`config.mk`:
```
export PLATFORM = sky130hd
export DESIGN_NAME = estagio_busca
export DESIGN_NICKNAME = d
export VERILOG_FILES = /design/src/rtl/estagio_busca.sv
export SDC_FILE = /design/constraint.sdc
export NUM_CORES = 1
export LEC_CHECK = 0
export CORE_AREA = 2 2 129 131
export CTS_BUF_LIST = sky130_fd_sc_hd__clkbuf_4 sky130_fd_sc_hd__clkbuf_8 sky130_fd_sc_hd__clkbuf_16
export DETAILED_ROUTE_END_ITERATION = 16
export DIE_AREA = 0 0 131 133
export PLACE_DENSITY_LB_ADDON = 0.25
export SYNTH_ARGS = -nofsm -noshare
export SYNTH_HDL_FRONTEND = slang
export SYNTH_SLANG_ARGS = --single-unit
```
`constraint.sdc`:
```
create_clock -name clk -period 19 [get_ports clk]
set_input_delay 2.85 -clock clk [delete_from_list [all_inputs] [get_ports clk]]
set_output_delay 2.85 -clock clk [all_outputs]
set_load 0.02 [all_outputs]
```
`src/rtl/estagio_busca.sv`:
```
`default_nettype none
// ============================================================================
// Module   : estagio_busca
// Brief    : RV32 instruction fetch stage with IF/ID register, one-entry skid
//            buffer and branch redirect with discard of the in-flight fetch.
// Revision : 1.0 - initial release
// ============================================================================
module estagio_busca #(
  parameter logic [31:0] PC_INICIAL = 32'h0000_0000
) (
  input  logic        clk,
  input  logic        reset,
  output logic        imem_req,
  output logic [31:0] imem_addr,
  input  logic [31:0] imem_rdata,
  input  logic        imem_ready,
  input  logic        stall,
  input  logic        desvio,
  input  logic [31:0] alvo_desvio,
  output logic [31:0] instrucao,
  output logic [31:0] pc_id,
  output logic        valido,
  output logic [6:0]  opcode
);

  localparam logic [31:0] c_passo_pc = 32'd4;

  typedef enum logic [1:0] {
    INICIO   = 2'd0,
    BUSCA    = 2'd1,
    CHEIO    = 2'd2,
    DESCARTE = 2'd3
  } estado_t;

  estado_t     r_estado, w_estado_prox;
  logic [31:0] r_pc, w_pc_prox;
  logic [31:0] r_end_descarte, w_end_descarte_prox;
  logic [31:0] r_instrucao, w_instrucao_prox;
  logic [31:0] r_pc_id, w_pc_id_prox;
  logic        r_valido, w_valido_prox;
  logic [31:0] r_skid_instr, w_skid_instr_prox;
  logic [31:0] r_skid_pc, w_skid_pc_prox;
  logic [31:0] w_alvo;
  logic [31:0] w_pc_mais4;

  assign w_alvo     = {alvo_desvio[31:2], 2'b00};
  assign w_pc_mais4 = r_pc + c_passo_pc;

  always_ff @(posedge clk or posedge reset) begin
    if (reset) begin
      r_estado       <= INICIO;
      r_pc           <= PC_INICIAL;
      r_end_descarte <= PC_INICIAL;
      r_instrucao    <= 32'd0;
      r_pc_id        <= 32'd0;
      r_valido       <= 1'b0;
      r_skid_instr   <= 32'd0;
      r_skid_pc      <= 32'd0;
    end else begin
      r_estado       <= w_estado_prox;
      r_pc           <= w_pc_prox;
      r_end_descarte <= w_end_descarte_prox;
      r_instrucao    <= w_instrucao_prox;
      r_pc_id        <= w_pc_id_prox;
      r_valido       <= w_valido_prox;
      r_skid_instr   <= w_skid_instr_prox;
      r_skid_pc      <= w_skid_pc_prox;
    end
  end

  always_comb begin
    w_estado_prox       = r_estado;
    w_pc_prox           = r_pc;
    w_end_descarte_prox = r_end_descarte;
    w_instrucao_prox    = r_instrucao;
    w_pc_id_prox        = r_pc_id;
    w_valido_prox       = r_valido;
    w_skid_instr_prox   = r_skid_instr;
    w_skid_pc_prox      = r_skid_pc;
    imem_req            = 1'b0;
    imem_addr           = r_pc;

    unique case (r_estado)
      INICIO: begin
        w_estado_prox = BUSCA;
        if (desvio) begin
          w_pc_prox = w_alvo;
        end
        if (!stall) begin
          w_valido_prox = 1'b0;
        end
      end

      BUSCA: begin
        imem_req = 1'b1;
        if (desvio) begin
          w_pc_prox     = w_alvo;
          w_valido_prox = 1'b0;
          if (!imem_ready) begin
            // Remember the aborted address so it stays stable until the memory answers.
            w_end_descarte_prox = r_pc;
            w_estado_prox       = DESCARTE;
          end
        end else if (imem_ready && (!stall || !r_valido)) begin
          w_instrucao_prox = imem_rdata;
          w_pc_id_prox     = r_pc;
          w_valido_prox    = 1'b1;
          w_pc_prox        = w_pc_mais4;
        end else if (imem_ready) begin
          w_skid_instr_prox = imem_rdata;
          w_skid_pc_prox    = r_pc;
          w_pc_prox         = w_pc_mais4;
          w_estado_prox     = CHEIO;
        end else if (!stall) begin
          w_valido_prox = 1'b0;
        end
      end

      CHEIO: begin
        if (desvio) begin
          w_instrucao_prox  = 32'd0;
          w_pc_id_prox      = 32'd0;
          w_valido_prox     = 1'b0;
          w_skid_instr_prox = 32'd0;
          w_skid_pc_prox    = 32'd0;
          w_pc_prox         = w_alvo;
          w_estado_prox     = BUSCA;
        end else if (!stall) begin
          w_instrucao_prox = r_skid_instr;
          w_pc_id_prox     = r_skid_pc;
          w_valido_prox    = 1'b1;
          w_estado_prox    = BUSCA;
        end
      end

      DESCARTE: begin
        imem_req      = 1'b1;
        imem_addr     = r_end_descarte;
        w_valido_prox = 1'b0;
        if (desvio) begin
          w_pc_prox = w_alvo;
        end
        // A redirect that coincides with the late response still ends the discard.
        if (imem_ready) begin
          w_estado_prox = BUSCA;
        end
      end

      default: begin
        w_estado_prox = INICIO;
      end
    endcase
  end

  assign instrucao = r_instrucao;
  assign pc_id     = r_pc_id;
  assign valido    = r_valido;
  assign opcode    = r_valido ? r_instrucao[6:0] : 7'b000_0000;

endmodule
`default_nettype wire

```
### After elaboration in Yosys (flattened, before gate mapping)

Cells that the tools add are included.

* register bits after elaboration: 195
* latch bits: 0
* bits in writable memories: 0
* memory bits (read-only): 0
* output and inout port bits: 105
* memories: 0

* $add $sub $neg: 1
* $mul: 0
* divide/modulo/power cells: 0
* order comparisons: 0
* equality and inequality tests: 16
* shifts and indexed selects: 0
* multiplexer cells: 42
* bitwise logic cells: 1
* reductions and logical operators: 14

Operator list (number)
* two-way mux 32 bit: 20
* case mux 32 bit (2 select lines): 5
* adder 32 x 3 -> 32 bit, second input constant: 1
* two-way mux 2 bit: 7
* != test 2 bit, second input constant: 6
* != test 3 bit, second input constant: 4
* AND reduction 5 bit: 2
* != test 4 bit, second input constant: 2
* case mux 2 bit (4 select lines): 1
* two-way mux 1 bit: 7
* two-way mux 7 bit: 1
* == test 2 bit, second input constant: 2
* case mux 1 bit (4 select lines): 1
* AND reduction 2 bit: 2
* AND reduction 4 bit: 1
* AND reduction 3 bit: 1
* OR reduction 3 bit: 1
* == test 2 x 1 -> 1 bit, second input constant: 1
* zero test 1 bit: 2
* zero test 2 bit: 1
* != test 2 x 1 -> 1 bit, second input constant: 1
* nonzero test 2 bit: 1
* OR reduction 2 bit: 1
* logical AND 1 bit: 1
* other kinds (2): 2

### Depth between registers and ports, before layout

* depth in word-level cells: 6
* depth in mapped cells: 7

### Least setup slack after synthesis

OpenSTA, ideal clock, no wires.

* path type: input-to-reg
* start: in desvio
* end: reg r_pc_id[1], in the netlist pc_id[1]
* library setup time: 83 ps
* arrival: 4304 ps
* required time: 18917 ps
* setup slack: 14614 ps
* cell stages on the path: 7
* path buffers: 3
* cells stage by stage: clkbuf_1 -> and4bb_2 -> a22oi_1 -> buf_2 -> buf_2 -> nand2_1 -> o21ai_0

* cells in the longest elaborated chain, start to end: 2
* elaborated cells on any way between the ends: 5

RTL lines
* start: declaration: RTL line 18 `input logic desvio,`
* != test 3 bit (no line) (tied with other cells)
* AND reduction 4 bit (no line) or case mux 32 bit (2 select lines) (tied branches)
* end signal: assignment: RTL line 64 `r_pc_id <= w_pc_id_prox;`
* end: declaration: RTL line 39 `logic [31:0] r_pc_id, w_pc_id_prox;`

Parallel ways exist; a longest one is shown, timed or not.
A chain may end at the register's enable or synchronous reset.

### Final worst setup path

* start: reg r_estado[1]
* end: out imem_addr[22]

* cells in the longest elaborated chain, start to end: 2

RTL lines
* start: declaration: RTL line 35 `estado_t r_estado, w_estado_prox;`
* start signal: assignment: RTL line 60 `r_estado <= w_estado_prox;`
* == test 2 bit: RTL line 83 `unique case (r_estado)`
* two-way mux 32 bit: RTL line 83
* end: declaration: RTL line 14 `output logic [31:0] imem_addr,`

Every way passes these cells.

==> out/metrics.yaml <==
status: "finished clean"
slew_violations: 0
antenna_found_initial: 0
min_path_type: "register to register"
grt_max_degree: 127
nNetsFinal: 1092
timing.final.ws_setup_ns: 13.45
rows: 47
synth-seq-area-share_pct: 54.5
synthFlopType: "dfrtp_1"
end_kind: "primary output"
first_pass_iters: 5
clkTransAtPathRegs_ns: 0.07
regArea_sq_mm: 0.00473
synth_edf_count: 0
swShare_pct: 29.8
ios: 174
power_per_cell_area_mw_per_mm2: 109
period_needed_ns: 5.55
tns_ns: 0
grt_usage_pct: 23.6
critPathLaunch: "r_estado[1]$_DFFE_PP0P_"
htreeDepth: 4
rsz0062_at_grt: "false"
antenna_cells: 0
grt_pass1_vias: 6461
crit_fanout: 21
route.detailed.drc: 0
ir_worst_vdd_mv: 0.0673
die-width_microns: 131
fin_worst_skew_ns: 0.00550
multiInputGateArea_sq_mm: 0.00365
first_iter_violations: 513
vias_per_cell: 5.43
die_y_microns: 133
endpoint: "imem_addr[22]"
p_comb_share_pct: 24.4
portBuffers: 169
routabilityCongestion: 0.807
r2r_start: "r_estado[1]$_DFFE_PP0P_"
syn_inst: 892
min_period_over_period_pct: 29.2
p_int_mw: 0.845
ys_async_sr_fraction_pct: 100
fp.dieArea_sq_mm: 0.0174
finalHoldViolCount: 0
vias: 6820
cts.repair.resized: 0
drive_above_1_share_pct: 10.8
grt_pass1_wl_microns: 32600
synth_area_per_cell_sq_um: 9.72
worstPathArrival_ns: 2.70
synth_cell_types: 49
power_leakage_nw: 4.83
clk_path_buf_depth: 2
routedWlPerCell_microns: 15.8
relSlewSlack_pct: 25.7
core-area_sq_mm: 0.0162
crit_required_ns: 16.15
numCtsBuffers: 17
power.switching_mw: 0.359
fmax_ghz: 0.180
rr_endpoint: "r_pc[29]$_DFFE_PP0P_"
path_class: "register to primary output"
yosys_warnings: 0
reg2reg_setup_slack_ns: 16.49
r2r_cells: 4
p_clk_share_pct: 30.1
cts_tree: "done"
cts_setup_buffers: 0
dp_cells: 1223
hpwl_microns: 12500
start_util_pct: 53.6
cts.sinks: 189
fillers: 1284
setup_violations: 0
drv_cap: 0
clk_latency_ns: 0.43
netlist_area_sq_mm: 0.00867
cts_root_buf: "clkbuf_16"
ant_nets: 0
worstMarginPinSlew_ns: 1.11
synthToLayoutAreaGrowth_pct: 27.5
ctsHoldBuffers: 0
grt.overflow.total: 0
fin_cells: 1255
ys_ff_latch: 189
pwr-share-seq_pct: 45.5
finalWirelength_microns: 19800
place_ws_ns: 13.55
crit_path_start_kind: "register"
==> area by class of cell <==
type	count	area share (%)
timing repair buffer	178	15.9
clock inverter	14	1.54
multi-input combinational	628	33.0
inverter	8	0.339
tap	220	2.49
sequential	189	42.8
clock buffer	18	3.92
==> metal layers <==
layer | global-route usage (%) | vias up | share of wire (%) | wire, microns
met3 | 4.81 | 20 | 6.3 | 1250
met5 | 0 | - | 0 | 0
met1 | 34.9 | 3236 | 47 | 9290
met4 | 6.50 | 0 | 1.2 | 233
li1 | - | 3357 | - | -
met2 | 35.4 | 207 | 46 | 9020
==> worst min path at each step <==
stage,startpoint,endpoint,slack [ns],cells past startpoint
2_1_floorplan,r_skid_instr[0]$_DFFE_PP0P_,r_skid_instr[0]$_DFFE_PP0P_,0.44,2
3_3_place_gp,r_skid_pc[17]$_DFFE_PP0P_,r_skid_pc[17]$_DFFE_PP0P_,0.46,2
3_5_place_dp,r_skid_pc[15]$_DFFE_PP0P_,r_skid_pc[15]$_DFFE_PP0P_,0.47,2
4_1_cts,r_skid_pc[15]$_DFFE_PP0P_,r_skid_pc[15]$_DFFE_PP0P_,0.48,2
5_1_grt,r_skid_pc[13]$_DFFE_PP0P_,r_skid_pc[13]$_DFFE_PP0P_,0.50,2
6_report,r_skid_pc[15]$_DFFE_PP0P_,r_skid_pc[15]$_DFFE_PP0P_,0.48,2
==> worst max-delay path, stage by stage (launching register included) <==
cell and delay, ns:
dfrtp_1 0.49, nand2_1 0.43, buf_4 0.40, mux2_2 0.40, clkdlybuf4s50_1 0.55
==> kinds of logic after synthesis <==
family                     count (synthesis)  synth area share, %
and+or+nand+nor                          308                 15.8
adders and majority gates                  1                0.144
buffers and inverters                     76                 3.65
muxes                                     62                 8.02
DFF                                      189                 54.5
xor gates and xnor gates                   4                0.404
AOI/OAI and AO/OA                        251                 17.4
other                                      1               0.0432
==> cell usage in the layout, fill, tap and decap left out, types with 10 or more instances in the layout <==
master / count
o21ai_0: 141
nand2_1: 213
nand3_1: 10
mux2_2: 60
or4_1: 11
clkdlybuf4s50_1: 169
a21boi_0: 62
nor2_1: 22
and2_1: 10
dfrtp_1: 189
clkbuf_16: 17
a31oi_1: 15
==> cell usage after synthesis (all sizes together), types with 2 or more instances <==
master,count,area (sq um)
a31oi,15,93.8
a21boi,62,465
clkbuf,49,184
nor3,3,15.0
or4,12,93.8
a211oi,2,15.0
o211ai,2,15.0
o31ai,9,67.6
inv,8,30.0
and3,3,18.8
a21oi,7,35.0
o21a,2,15.0
a22oi,3,22.5
and2,10,62.6
or3,7,43.8
and4,4,35.0
dfrtp,189,4730
buf,19,103
mux2,60,676
mux2i,2,20.0
nand4,9,56.3
nor2,23,86.3
o21ai,141,706
nand3,11,60.1
nand2b,3,18.8
xnor2,3,26.3
nand2,213,800
and3b,2,17.5
nor2b,2,12.5
==> metrics by stage <==
| stage | hold WS [ns] | utilization, % | cell area, sq um | total power [mW] |
|---|---|---|---|---|
| CTS | 0.480 | 68.4 | 11100 | 1.21 |
| global placement | 0.456 | 64.6 | 10500 | 0.840 |
| detailed placement | 0.465 | 64.6 | 10500 | 0.851 |
| global route | 0.500 | 68.4 | 11100 | 1.27 |
| floorplan | 0.445 | - | 8680 | 0.713 |
| finish | 0.476 | 68.4 | 11100 | 1.20 |
==> power by group through the flow <==
stage	clock (mW)	sequential, mW	combinational (mW)
after floorplan	0	0.576	0.137
after global placement	0	0.549	0.290
after detailed placement	0	0.556	0.296
after CTS	0.369	0.548	0.297
after global routing	0.385	0.560	0.324
final	0.362	0.548	0.294
==> registers in the layout, summed over array words and instances, names as in the netlist <==
register / count
r_estado: 2
pc_id: 31
r_skid_instr: 32
valido: 1
r_pc: 30
instrucao: 32
r_skid_pc: 31
r_end_descarte: 30
No activity file was read; power rests on OpenSTA's default activity.
